File: config.mk
export PLATFORM = sky130hd
export DESIGN_NAME = serial_frame_rx
export DESIGN_NICKNAME = d
export VERILOG_FILES = /design/src/rtl/serial_frame_rx_pkg.sv /design/src/rtl/serial_bit_cnt.sv /design/src/rtl/serial_frame_rx.sv
export SDC_FILE = /design/constraint.sdc
export NUM_CORES = 1
export LEC_CHECK = 0
export ABC_AREA = 0
export CAP_MARGIN = 10
export CORE_ASPECT_RATIO = 0.9
export CORE_MARGIN = 4
export CORE_UTILIZATION = 35
export DETAILED_ROUTE_END_ITERATION = 10
export PLACE_DENSITY_LB_ADDON = 0.05
export SLEW_MARGIN = 0
export SYNTH_ARGS = -nofsm -noshare
export SYNTH_HDL_FRONTEND = slang
export SYNTH_SLANG_ARGS = --single-unit
File: constraint.sdc
create_clock -name clk -period 2.45 [get_ports clk]
set_input_delay 0.3675 -clock clk [delete_from_list [all_inputs] [get_ports clk]]
set_output_delay 0.3675 -clock clk [all_outputs]
set_load 0.02 [all_outputs]
File: src/rtl/serial_frame_rx_pkg.sv
// Shared types and defaults for the serial frame receiver.
// Holds the FSM state enum and default field widths.
package serial_frame_rx_pkg;

  typedef enum logic [1:0] {
    IDLE,
    ADDR,
    LEN,
    DATA
  } state_t;

  localparam int ADDR_W_DEF = 2;
  localparam int LEN_W_DEF  = 4;

endpackage

File: src/rtl/serial_bit_cnt.sv
// Loadable down-counter with zero flag; times each frame field.
// Ports: clk, reset (async low), load/load_val, dec, zero.
module serial_bit_cnt #(
  parameter int W = 4
) (
  input  logic         clk,
  input  logic         reset,
  input  logic         load,
  input  logic [W-1:0] load_val,
  input  logic         dec,
  output logic         zero
);

  logic [W-1:0] cnt;

  always_ff @(posedge clk or negedge reset) begin
    if (!reset) begin
      cnt <= '0;
    end else if (load) begin
      cnt <= load_val;
    end else if (dec) begin
      cnt <= cnt - W'(1);
    end
  end

  assign zero = (cnt == '0);

endmodule

File: src/rtl/serial_frame_rx.sv
// Serial frame receiver: start bit, address, length, payload.
// Ports: clk, reset, serin, ch_en -> out_data/out_valid, ch_addr, len, busy, done, drop.
module serial_frame_rx
  import serial_frame_rx_pkg::*;
#(
  parameter int ADDR_W = ADDR_W_DEF,
  parameter int LEN_W  = LEN_W_DEF,
  localparam int NUM_CH = 2 ** ADDR_W
) (
  input  logic              clk,
  input  logic              reset,
  input  logic              serin,
  input  logic [NUM_CH-1:0] ch_en,
  output logic [NUM_CH-1:0] out_data,
  output logic [NUM_CH-1:0] out_valid,
  output logic [ADDR_W-1:0] ch_addr,
  output logic [LEN_W-1:0]  len,
  output logic              busy,
  output logic              done,
  output logic              drop
);

  state_t state, state_nx;

  logic [ADDR_W-1:0] addr_nx;
  logic [LEN_W-1:0]  len_nx;
  logic              en_lat, en_nx;
  logic [NUM_CH-1:0] od_nx, ov_nx;
  logic              done_nx, drop_nx;

  logic              ld, dec, zero;
  logic [LEN_W-1:0]  ld_val;

  // Counter holds bits remaining minus one in the current field.
  serial_bit_cnt #(
    .W(LEN_W)
  ) u_cnt (
    .clk     (clk),
    .reset   (reset),
    .load    (ld),
    .load_val(ld_val),
    .dec     (dec),
    .zero    (zero)
  );

  always_ff @(posedge clk or negedge reset) begin
    if (!reset) begin
      state <= IDLE;
    end else begin
      state <= state_nx;
    end
  end

  always_comb begin
    state_nx = state;
    addr_nx  = ch_addr;
    len_nx   = len;
    en_nx    = en_lat;
    od_nx    = '0;
    ov_nx    = '0;
    done_nx  = 1'b0;
    drop_nx  = 1'b0;
    ld       = 1'b0;
    ld_val   = '0;
    dec      = 1'b0;
    unique case (state)
      IDLE: begin
        if (!serin) begin
          state_nx = ADDR;
          ld       = 1'b1;
          ld_val   = LEN_W'(ADDR_W - 1);
        end
      end
      ADDR: begin
        addr_nx = ADDR_W'({ch_addr, serin});
        dec     = !zero;
        if (zero) begin
          // Enable is frozen here so mid-frame mask edits are ignored.
          en_nx    = ch_en[addr_nx];
          state_nx = LEN;
          ld       = 1'b1;
          ld_val   = LEN_W'(LEN_W - 1);
        end
      end
      LEN: begin
        len_nx = LEN_W'({len, serin});
        dec    = !zero;
        if (zero) begin
          if (len_nx == '0) begin
            state_nx = IDLE;
            done_nx  = 1'b1;
            drop_nx  = !en_lat;
          end else begin
            state_nx = DATA;
            ld       = 1'b1;
            ld_val   = len_nx - LEN_W'(1);
          end
        end
      end
      DATA: begin
        dec            = !zero;
        od_nx[ch_addr] = serin;
        ov_nx[ch_addr] = en_lat;
        if (zero) begin
          state_nx = IDLE;
          done_nx  = 1'b1;
          drop_nx  = !en_lat;
        end
      end
      default: state_nx = IDLE;
    endcase
  end

  always_ff @(posedge clk or negedge reset) begin
    if (!reset) begin
      ch_addr   <= '0;
      len       <= '0;
      en_lat    <= 1'b0;
      out_data  <= '0;
      out_valid <= '0;
      busy      <= 1'b0;
      done      <= 1'b0;
      drop      <= 1'b0;
    end else begin
      ch_addr   <= addr_nx;
      len       <= len_nx;
      en_lat    <= en_nx;
      out_data  <= od_nx;
      out_valid <= ov_nx;
      busy      <= (state_nx != IDLE);
      done      <= done_nx;
      drop      <= drop_nx;
    end
  end

endmodule
==> impl_metrics.env <==
export IMPL_status="complete, no violations"
export IMPL_crit_path_max_fanout=7
export IMPL_drt_wl_total_um=2450
export IMPL_grt_max_degree=25
export IMPL_placement_io_buffers=23
export IMPL_fin_crit_sh_pct=82.0
export IMPL_placed_cells=170
export IMPL_worstPathRequired_ns=2.59
export IMPL_post_cts_resized=0
export IMPL_clock_sinks=24
export IMPL_cp_cell_sequence="inv_1 > ha_1 > or3b_4 > a2111oi_4 > a311o_1 > a21oi_1"
export IMPL_most_common_layout_cells="dfrtp_1 (24), clkdlybuf4s50_1 (23), nor2_1 (9)"
export IMPL_p_seq_share_pct=36.3
export IMPL_ctsHoldBuffers=0
export IMPL_final_common_cell="dfrtp_1"
export IMPL_p_int_mw=1.20
export IMPL_p_comb_share_pct=46.2
export IMPL_syn2layout_area_growth_pct=27.8
export IMPL_synth_compound_area_share_pct=15.9
export IMPL_synthArstFlopShare_pct=100
export IMPL_path_buf_inv=1
export IMPL_synth_distinct_cells=36
export IMPL_synth_simple_area_share_pct=14.7
export IMPL_netlist_instances=107
export IMPL_max_freq_mhz=498
export IMPL_row_count=19
export IMPL_clkPwrFrac_pct=17.6
export IMPL_post_cts_buffers=0
export IMPL_crit_path_max_incr_delay_ns=0.46
export IMPL_leakage_nw=0.645
export IMPL_synth_nets=117
export IMPL_worstPathArrival_ns=2.15
export IMPL_first_pass_iters=4
export IMPL_cap_violations=0
export IMPL_clock_root_buffer="clkbuf_8"
export IMPL_place_congestion=0.787
export IMPL_relSlewSlack_pct=67.6
export IMPL_ys_seq_area_share_pct=50.4
export IMPL_crit_family="compound AO/OA/AOI/OAI gates"
export IMPL_ir_drop_v=0.000629
export IMPL_grt_antenna_before_repair=0
export IMPL_power_density_mw_per_mm2=1310
export IMPL_yosysTopAreaCell="dfrtp_1"
export IMPL_worst_pin_slew_ns=0.484
export IMPL_cp_end_kind="flip-flop"
export IMPL_synth_adder_area_share_pct=3.15
export IMPL_num_vias=867
export IMPL_core_area_mm2=0.00316
export IMPL_drv_slew=0
export IMPL_netlist_area_leader_share_pct=50.4
export IMPL_grt_total_usage_pct=12.1
export IMPL_fin_cells=174
export IMPL_wl_per_cell_um=14.1
export IMPL_drc=0
export IMPL_critPathLaunchType="flip-flop"
export IMPL_slowest_stage="or3b_4"
export IMPL_die_w_um=69.5
export IMPL_die_h_um=63.3
export IMPL_cts_htree_levels=1
export IMPL_antenna_cells=0
export IMPL_clkTransAtPathRegs_ns=0.09
export IMPL_cts_buffers=3
export IMPL_clkLatencyLatePin_ns=0.27
export IMPL_grt_pass1_vias=887
export IMPL_cts_tree="done"
export IMPL_path_depth=6
export IMPL_grt_pass1_wl_um=4300
export IMPL_rsz0062_at_grt="no"
export IMPL_yosysWarningCount=0
export IMPL_via_per_inst=4.98
export IMPL_hold_viol=0
export IMPL_skew_ns=0.00334
export IMPL_ys_seq_elements=24
export IMPL_cts_buffer_depth=2
export IMPL_fin_setup_tns_ns=0
export IMPL_multi_input_area_um2=519
export IMPL_io_pins=24
export IMPL_initial_core_util_pct=37.7
export IMPL_criticalPathCategory="reg -> reg"
export IMPL_synth_area_top_cells="dfrtp_1 (50%), mux2_2 (5.7%), ha_1 (3.2%), nor2_1 (2.8%), buf_6 (2.8%)"
export IMPL_total_power_mw=1.99
export IMPL_overflow=0
export IMPL_switching_power_mw=0.785
export IMPL_drive_above_1_share_pct=14.4
export IMPL_nFillCells=304
export IMPL_ant_nets=0
export IMPL_worst_r2r_cell_count=6
export IMPL_syn_avg_cell_area_um2=11.1
export IMPL_first_iter_violations=47
export IMPL_dieArea_mm2=0.00440
export IMPL_hpwlAfterDp_um=1730
export IMPL_syn_area_mm2=0.00119
export IMPL_synth_top_family_by_area="compound AO/OA/AOI/OAI gates"
export IMPL_synth_xor_area_share_pct=1.47
export IMPL_period_needed_ns=2.01
export IMPL_synthMuxAreaShare_pct=8.40
export IMPL_place_ws_ns=0.461
export IMPL_synth_flop_cell="dfrtp_1"
export IMPL_synth_edf_count=0
export IMPL_p_sw_share_pct=39.5
export IMPL_nNetsFinal=143
export IMPL_hold_class="in -> async"
export IMPL_setup_slack_ns=0.442
export IMPL_final_seq_area_um2=601
export IMPL_setup_violations=0
## cells in the mapped netlist, drive strengths merged, types with 2 or more instances
cell	instances
a21oi	6
buf	4
dfrtp	24
ha	3
inv	7
mux2	6
nand2	8
nand2b	3
nand3	2
nor2	10
nor2b	2
nor3	5
o21ai	4
o41ai	2
xnor2	2
## through the flow
step                area [um^2]  utilization (%)  hold slack, ns
finish                     1520             48.2           0.451
global route               1520             48.2           0.480
CTS                        1520             48.2           0.458
detailed placement         1450             45.9           0.449
global placement           1450             45.9           0.440
floorplan                  1190                -          0.0719
## power by group through the flow
stage                     sequential [mW]  combinational [mW]  clock, mW
after global routing                0.749                1.02      0.377
final                               0.721               0.918      0.349
after detailed placement            0.727               0.917          0
after global placement              0.724               0.920          0
after CTS                           0.719               0.924      0.358
after floorplan                     0.741               0.638          0
## layout make-up
cell class / count / share of cell area (%)
flip-flops and latches: 24 / 39.4
clock inverters: 1 / 1.97
inverters: 7 / 1.73
multi-input cells: 71 / 34.1
repair buffers: 26 / 16.6
well taps: 42 / 3.45
clock buffers: 3 / 2.71
## sequential cells by signal, summed over array words and instances, names as in the netlist
register and flops:
ch_addr 2, out_valid 4, busy 1, len 4, drop 1, en_lat 1, done 1, u_cnt.cnt 4
out_data 4, state 2
## logic make-up (layout without fill, tap and decap cells)
kind of cell             Yosys count  in the layout
XOR/XNOR                           2              2
AND/OR/NAND/NOR                   34             34
AO/OA/AOI/OAI                     24             24
adder cells (fa/ha/maj)            3              3
multiplexers                       8              8
flip-flops                        24             24
buffers and inverters             12             37
## path summary, 6_finish.rpt
kind,from,slack [ns],to
min,reset,0.45,u_cnt.cnt[1]
max reg2reg,u_cnt.cnt[0],0.44,u_cnt.cnt[0]
min reg2reg,en_lat,0.45,drop
max,u_cnt.cnt[0],0.44,u_cnt.cnt[0]
max in group asynchronous,reset,1.75,out_valid[0]
min in group clk,en_lat,0.45,drop
## routing by layer
layer / vias up / GRT usage, % / routed length [um]
met1: 416 / 16.5 / 1230
li1: 430 / - / -
met5: - / 0 / 0
met4: 0 / 3.66 / 25
met2: 17 / 19.2 / 1110
met3: 4 / 2.70 / 83
Power figures use the tool's default switching activity.
